==> src/rtl/inst_fetcher.sv <==
// Instruction fetch front end: requests words from the memory controller one
// at a time, attaches a static branch prediction, buffers {inst, pc, pd} in a
// small FIFO and hands one instruction per cycle to the decoder.
`timescale 1ns/1ps

module inst_fetcher #(
    parameter int IQ_DEPTH = 4,
    parameter int IQ_AW    = 2
) (
    input  logic        clk,
    input  logic        rst,
    input  logic        rdy,
    input  logic        iFULL,
    input  logic        iROB_clr,
    input  logic [31:0] iROB_pc,
    output logic        oMC_en,
    output logic [31:0] oMC_addr,
    input  logic        iMC_valid,
    input  logic [31:0] iMC_inst,
    output logic        oDEC_en,
    output logic [31:0] oDEC_inst,
    output logic [31:0] oDEC_pc,
    output logic        oDEC_pd
);

    typedef enum logic [1:0] {
        ST_IDLE = 2'd0,  // free to issue a request
        ST_WAIT = 2'd1,  // request outstanding, response will be queued
        ST_DROP = 2'd2   // request outstanding, response will be discarded
    } state_t;

    typedef struct packed {
        logic [31:0] inst;
        logic [31:0] pc;
        logic        pd;
    } iq_entry_t;

    localparam logic [6:0]     OP_JAL    = 7'b1101111;
    localparam logic [6:0]     OP_BRANCH = 7'b1100011;
    localparam logic [IQ_AW:0] LP_DEPTH  = (IQ_AW + 1)'(IQ_DEPTH);

    state_t          r_state;
    state_t          w_state_nxt;
    logic [31:0]     r_pc;
    logic            r_mc_en;
    logic [31:0]     r_mc_addr;
    logic [IQ_AW-1:0] r_wptr;
    logic [IQ_AW-1:0] r_rptr;
    logic [IQ_AW:0]  r_count;
    iq_entry_t       r_iq [IQ_DEPTH];
    logic            r_dec_en;
    logic [31:0]     r_dec_inst;
    logic [31:0]     r_dec_pc;
    logic            r_dec_pd;

    logic            w_req;
    logic            w_push;
    logic            w_resp_done;
    logic            w_pop;
    logic [31:0]     w_j_imm;
    logic [31:0]     w_b_imm;
    logic            w_pd;
    logic [31:0]     w_next_pc;

    assign oMC_en    = r_mc_en;
    assign oMC_addr  = r_mc_addr;
    assign oDEC_en   = r_dec_en;
    assign oDEC_inst = r_dec_inst;
    assign oDEC_pc   = r_dec_pc;
    assign oDEC_pd   = r_dec_pd;

    // Sign-extended immediates of the returning word (J-type and B-type layouts).
    assign w_j_imm = {{11{iMC_inst[31]}}, iMC_inst[31], iMC_inst[19:12],
                      iMC_inst[20], iMC_inst[30:21], 1'b0};
    assign w_b_imm = {{19{iMC_inst[31]}}, iMC_inst[31], iMC_inst[7],
                      iMC_inst[30:25], iMC_inst[11:8], 1'b0};

    // A pop never happens on an empty queue or while the ROB flushes.
    assign w_pop = (r_count != '0) && !iFULL && !iROB_clr;

    // Static prediction: JAL and backward branches taken, everything else falls through.
    always_comb begin
        // NOTE: every signal gets a default before the case logic so no path leaves it unassigned (no latch).
        w_pd      = 1'b0;
        w_next_pc = r_pc + 32'd4;
        if (iMC_inst[6:0] == OP_JAL) begin
            w_pd      = 1'b1;
            w_next_pc = r_pc + w_j_imm;
        end else if (iMC_inst[6:0] == OP_BRANCH && iMC_inst[31]) begin
            w_pd      = 1'b1;
            w_next_pc = r_pc + w_b_imm;
        end
    end

    // Next-state logic and per-cycle fetch control strobes.
    always_comb begin
        w_state_nxt = r_state;
        w_req       = 1'b0;
        w_push      = 1'b0;
        w_resp_done = 1'b0;
        case (r_state)
            ST_IDLE: begin
                // Only one request is ever in flight, so count<DEPTH guarantees room for its word.
                if (!iROB_clr && r_count < LP_DEPTH) begin
                    w_req       = 1'b1;
                    w_state_nxt = ST_WAIT;
                end
            end
            ST_WAIT: begin
                if (iMC_valid) begin
                    w_resp_done = 1'b1;
                    w_push      = !iROB_clr;
                    w_state_nxt = ST_IDLE;
                end else if (iROB_clr) begin
                    w_state_nxt = ST_DROP;
                end
            end
            ST_DROP: begin
                if (iMC_valid) begin
                    w_resp_done = 1'b1;
                    w_state_nxt = ST_IDLE;
                end
            end
            default: w_state_nxt = ST_IDLE;
        endcase
    end

    // FSM state register; rdy low freezes it.
    always_ff @(posedge clk) begin
        // NOTE: sequential state uses non-blocking assignments so every flop samples pre-edge values.
        if (rst) begin
            r_state <= ST_IDLE;
        end else if (rdy) begin
            r_state <= w_state_nxt;
        end
    end

    // Memory request handshake: raise with the current pc, hold until the response.
    always_ff @(posedge clk) begin
        if (rst) begin
            r_mc_en   <= 1'b0;
            r_mc_addr <= '0;
        end else if (rdy) begin
            if (w_req) begin
                r_mc_en   <= 1'b1;
                r_mc_addr <= r_pc;
            end else if (w_resp_done) begin
                r_mc_en   <= 1'b0;
            end
        end
    end

    // Fetch pc: redirect on flush, otherwise advance when a word is accepted.
    always_ff @(posedge clk) begin
        if (rst) begin
            r_pc <= '0;
        end else if (rdy) begin
            if (iROB_clr) begin
                r_pc <= iROB_pc;
            end else if (w_push) begin
                r_pc <= w_next_pc;
            end
        end
    end

    // Queue pointers and occupancy; a flush empties the queue.
    always_ff @(posedge clk) begin
        if (rst) begin
            r_wptr  <= '0;
            r_rptr  <= '0;
            r_count <= '0;
        end else if (rdy) begin
            if (iROB_clr) begin
                r_wptr  <= '0;
                r_rptr  <= '0;
                r_count <= '0;
            end else begin
                if (w_push) r_wptr <= r_wptr + 1'b1;
                if (w_pop)  r_rptr <= r_rptr + 1'b1;
                case ({w_push, w_pop})
                    2'b10:   r_count <= r_count + 1'b1;
                    2'b01:   r_count <= r_count - 1'b1;
                    default: r_count <= r_count;
                endcase
            end
        end
    end

    // Queue storage write.
    always_ff @(posedge clk) begin
        // NOTE: storage has no reset; entries are only read while r_count says they are valid.
        if (!rst && rdy && w_push) begin
            r_iq[r_wptr] <= '{inst: iMC_inst, pc: r_pc, pd: w_pd};
        end
    end

    // Issue to decoder: one pop per cycle, payload holds when nothing is issued.
    always_ff @(posedge clk) begin
        if (rst) begin
            r_dec_en   <= 1'b0;
            r_dec_inst <= '0;
            r_dec_pc   <= '0;
            r_dec_pd   <= 1'b0;
        end else if (rdy) begin
            r_dec_en <= w_pop;
            if (w_pop) begin
                r_dec_inst <= r_iq[r_rptr].inst;
                r_dec_pc   <= r_iq[r_rptr].pc;
                r_dec_pd   <= r_iq[r_rptr].pd;
            end
        end
    end

endmodule

==> config.mk <==
export PLATFORM = sky130hd
export DESIGN_NAME = inst_fetcher
export DESIGN_NICKNAME = d
export VERILOG_FILES = /design/src/rtl/inst_fetcher.sv
export SDC_FILE = /design/constraint.sdc
export NUM_CORES = 1
export LEC_CHECK = 0
export CELL_PAD_IN_SITES_DETAIL_PLACEMENT = 1
export CELL_PAD_IN_SITES_GLOBAL_PLACEMENT = 1
export CORE_MARGIN = 8
export CORE_UTILIZATION = 50
export CTS_BUF_LIST = sky130_fd_sc_hd__clkbuf_16
export DETAILED_ROUTE_END_ITERATION = 10
export PLACE_DENSITY = 0.93
export SLEW_MARGIN = 20
export SYNTH_ARGS = -nofsm -noshare
export SYNTH_HDL_FRONTEND = slang
export SYNTH_SLANG_ARGS = --single-unit
==> constraint.sdc <==
create_clock -name clk -period 5.5 [get_ports clk]
set_input_delay 0.55 -clock clk [delete_from_list [all_inputs] [get_ports clk]]
set_output_delay 0.55 -clock clk [all_outputs]
set_load 0.005 [all_outputs]
Word level (Yosys, flattened, before mapping). Memories as Yosys holds them, arrays and structs flattened. A register that Yosys moved wholly into a read port is not among the register bits. Index checks and enable logic that the tools add are counted.

Equal/unequal tests: 9. Order comparisons: 1. Add/subtract/negate cells: 7. Mux-type cells: 27. Reduce and logical (&&, ||, !) cells: 23.

Operators by type and width (number): 32-bit 2-to-1 mux (4); 32-bit adder (2); 32-bit by 3-bit adder with 32-bit output (second input constant) (1); 2-bit 2-to-1 mux (8); 7-bit == test (second input constant) (2); 1-bit 2-to-1 mux (12); 2-bit AND reduction (6); 1-bit logical AND (6); 2-bit case mux with 3 select lines (1); 3-bit case mux with 2 select lines (1); 2-bit nonzero test (3); 3-bit nonzero test (2); 2-bit by 1-bit adder with 2-bit output (second input constant) (2); 2-bit by 1-bit == test with 1-bit output (second input constant) (2); 2-bit == test (second input constant) (2); 2-bit != test (second input constant) (2); 4-bit AND reduction (1); 3-bit by 1-bit adder with 3-bit output (second input constant) (1); 1-bit logical NOT (3); 3-bit < comparator (second input constant) (1); 3-bit 2-to-1 mux (1); 3-bit != test (second input constant) (1); 3-bit by 1-bit subtractor with 3-bit output (second input constant) (1); 2-bit logical NOT (1); 2-bit OR reduction (1).

Input bits: 70. Logic and storage cells: 76. Register bits after elaboration: 75. Bits in writable memories: 260. Output and inout bits: 99. Memories kept: 1.

Memories: r_iq (words 4, bits a word 65, read ports 1, clocked after Yosys merged registers in 1, write ports 1, line 50) `iq_entry_t r_iq [IQ_DEPTH];`.

Depth between registers and ports, before layout.
Depth after elaboration: 6. Gate-level depth with buffers: 12. Mapped depth without buffers: 12.

Least setup slack after synthesis. Ideal clock, no wire load.

Path type: in2reg. Start point: input iROB_clr. End point: memory r_iq[2][0] in the netlist's numbering (enable). Library setup time: 0.430 ns. Path buffers: 3. Data arrival time: 2.905 ns. Setup slack: 2.165 ns. Required time: 5.070 ns. Cell stages on the path: 5. Path through: clkbuf_1 inv_1 clkbuf_1 clkbuf_1 and3_1.

Cells in the longest elaborated chain, start to end: 6.

RTL lines: start, declared (line 14) `input logic iROB_clr,`; 1-bit logical NOT (line 112) `w_push = !iROB_clr;`; 1-bit 2-to-1 mux (line 110) `if (iMC_valid) begin`; 1-bit 2-to-1 mux (line 101) `case (r_state)`; 1-bit logical AND (line 192) `if (!rst && rdy && w_push) begin`; 1-bit 2-to-1 mux (line 192); 1-bit 2-to-1 mux (not written as such) (line 193) `r_iq[r_wptr] <= '{inst: iMC_inst, pc: r_pc, pd: w_pd};`; end, declared (line 50).

No other way between the ends.

Worst setup path in the final report.
Start point: input iMC_inst[31]. End point: register r_pc[30].

Cells in the longest elaborated chain, start to end: 5. Elaborated cells on any way between the ends: 7. Those cells by class: 2 x add/sub; 4 x mux; 1 x reduce/logical.

RTL lines: start, declared (line 19) `input logic [31:0] iMC_inst,`; 32-bit adder or 1-bit logical AND (tied branches) (line 91, 89); 32-bit 2-to-1 mux (line 89) `end else if (iMC_inst[6:0] == OP_BRANCH && iMC_inst[31]) begin`; 32-bit 2-to-1 mux * (line 86) `if (iMC_inst[6:0] == OP_JAL) begin`; 32-bit 2-to-1 mux * (line 160) `end else if (w_push) begin`; 32-bit 2-to-1 mux * (line 158) `if (iROB_clr) begin`; end signal, assigned (line 159) `r_pc <= iROB_pc;`; end signal, assigned (line 161) `r_pc <= w_next_pc;`; end, declared (line 44) `logic [31:0] r_pc;`.

Mark *: on every way between the ends. The rest lies on a longest branch, timed or not. The select of a mux whose other input is x is not followed. A chain may end at the register's enable or synchronous reset.

==> impl_metrics.ini <==
[place]
io_buffers = 168
place.gp.congestion = 0.9519
place_area_sq_mm = 0.02068
dp_hpwl_mm = 43.78

[clock_tree]
root_buffer = clkbuf_16
clk_path_buf_depth = 3
clkSlewWorstSetupHoldPaths_ps = 60
cts_made_buffers = 43
clk_latency_ps = 570
clkSinkCount = 400
cts_hold_buf = 0
tritoncts = yes
cts-resized-gates = 0
h-tree-depth = 2
postCtsSetupBuffers = 0

[synthesis]
yosysUniqueCellTypes = 86
synth.avg_cell_area_sq_um = 11.72
synth-seq-cells = 400
synth_largest_area_cell = edfxtp_1
async_flop_share = 0
ys.flop_type = edfxtp_1
ys_seq_area_frac = 0.5707
syn_nets = 1710
syn_inst = 1586
synth_top_area_frac = 0.4199
netlist_area_sq_mm = 0.01859
synth_edf_count = 260
yosys_warnings = 0
yosys-top-cells-area = edfxtp_1 (42%), dfxtp_1 (15%), mux4_2 (7.9%)

[route]
route.detailed.drc = 0
drt-initial-drc-count = 1329
wirelength_mm = 65.73
drt-vias-per-instance = 6.632
vias = 14780
antenna_left = 0
post_drt_wl_per_cell_um = 29.50
first_pass_iters = 6

[layout]
area_delta_synth_final_pct = 19.00
finalInstanceArea_sq_mm = 0.02213
nets = 1847
fillCellCount = 3709
utilization = 0.6044
drive_gt1_frac = 0.1155

[timing]
fin_crit_ps = 3869
timing.hold.ws_ps = 459.0
setup_viol = 0
fmax_mhz = 258.5
rsz0062_at_grt = no
max-slew-margin-rel = 0.2716
worst_pin_slew_ps = 1084
drv_slew = 0
fin_setup_tns_ps = 0
hold_violations = 0
post-route-period-util = 0.7034
fin_skew_ps = 19.21

[pwr]
total_power_uw = 6881
p_leak_uw = 0.007385
powerDensity_mw_per_mm2 = 311.0
ir_drop_uv = 234.3

[worst_setup_path]
critical_path_class = in2reg
crit_path_max_fanout = 17
cp.required_ps = 5910
end_kind = flip-flop
cp-start-kind = primary input
arrival_ps = 4280

[global_route]
grt_overflow = 0
antenna_found_initial = 3
grt_max_degree = 102
grt_pass1_wl_mm = 99.44
grt_use_total = 0.2945
first_global_vias = 15920

[floorplanning]
io-pin-count = 169
die_h_um = 208.8
die_area_sq_mm = 0.04361
initial_utilization = 0.5079
core_sq_mm = 0.03661
rows = 70
die_w_um = 208.8

[run]
cap_violations = 0

[min_path]
hold_class = reg2reg

[outcome]
status = finished clean
kinds of logic after synthesis:
kind of cell | count (synthesis) | synth area share
muxes | 76 | 0.08479
AOI/OAI and AO/OA | 403 | 0.1400
and+or+nand+nor | 483 | 0.1182
DFF | 400 | 0.5707
adders and majority gates | 54 | 0.03755
xor gates and xnor gates | 48 | 0.02261
buffers and inverters | 122 | 0.02618
worst paths after layout:
kind	start	end	slack [ps]	depth (start not counted)
worst max-delay path	iMC_inst[31]	r_pc[30]$_SDFFE_PP0P_	1630	11
worst max register to register	r_pc[1]$_SDFFE_PP0P_	r_pc[31]$_SDFFE_PP0P_	1840	12
worst min register to register	oDEC_inst[9]$_SDFFE_PP0P_	oDEC_inst[9]$_SDFFE_PP0P_	460	2
worst min-delay path	oDEC_inst[9]$_SDFFE_PP0P_	oDEC_inst[9]$_SDFFE_PP0P_	460	2
flip-flops by register name (all words and copies together), names as in the netlist:
register   count
r_iq         260
oDEC_inst     32
oDEC_pc       32
oMC_addr      32
r_pc          32
r_count        3
r_rptr         2
r_state        2
r_wptr         2
oDEC_en        1
oDEC_pd        1
oMC_en         1
cell usage after synthesis (all sizes together), types with 21 or more instances:
library cell / n
mux4: 65
xnor2: 27
ha: 51
nor3: 21
a211oi: 29
a21o: 22
a21oi: 174
nor2: 79
edfxtp: 260
o21ai: 65
nand3: 21
clkbuf: 78
inv: 22
nand2: 262
dfxtp: 140
xor2: 21
buf: 22
layout make-up:
type | count | area (sq um) | share of cell area
Sequential cell | 400 | 10620 | 0.4798
Multi-Input combinational cell | 1064 | 7520 | 0.3399
Timing Repair Buffer | 192 | 1883 | 0.08511
Clock buffer | 46 | 1151 | 0.05202
Tap cell | 468 | 585.6 | 0.02646
Clock inverter | 34 | 284.0 | 0.01284
Inverter | 22 | 82.58 | 0.003732
Antenna cell | 2 | 5.005 | 0.0002262
cell usage in the layout, fill, tap and decap left out, types with 40 or more instances in the layout:
| cell | instances |
|---|---|
| mux4_2 | 65 |
| ha_1 | 51 |
| edfxtp_1 | 260 |
| nand2_1 | 260 |
| a21oi_1 | 169 |
| nor2_1 | 78 |
| clkdlybuf4s50_1 | 166 |
| dfxtp_1 | 138 |
| clkbuf_16 | 46 |
| o21ai_0 | 40 |
metrics by stage:
step / setup slack [ps] / cells
after CTS: 1718 / 2226
after global placement: 1205 / 2146
after floorplan: 2165 / 1586
final: 1631 / 2228
after detailed placement: 1174 / 2146
after global routing: 1462 / 2228
worst max-delay path, stage by stage:
cell	delay, ps
clkdlybuf4s50_1	940
ha_1	690
a21o_1	200
a211o_1	300
nand2_1	90
o211ai_2	170
nor4_1	490
o31a_1	250
xnor2_1	80
a2111oi_2	380
a211oi_1	110
where the power goes:
group	switching [uW]	internal, uW
logic	378	225
clock network	1260	1710
registers	74.2	3230
total	1720	5160
layer usage:
metal | GRT usage | wire length [um]
met4 | 0.1516 | 3532
met2 | 0.5007 | 32670
met3 | 0.05702 | 5255
met1 | 0.3532 | 24260
met5 | 0 | 10
(Power assumes the default switching activity.)
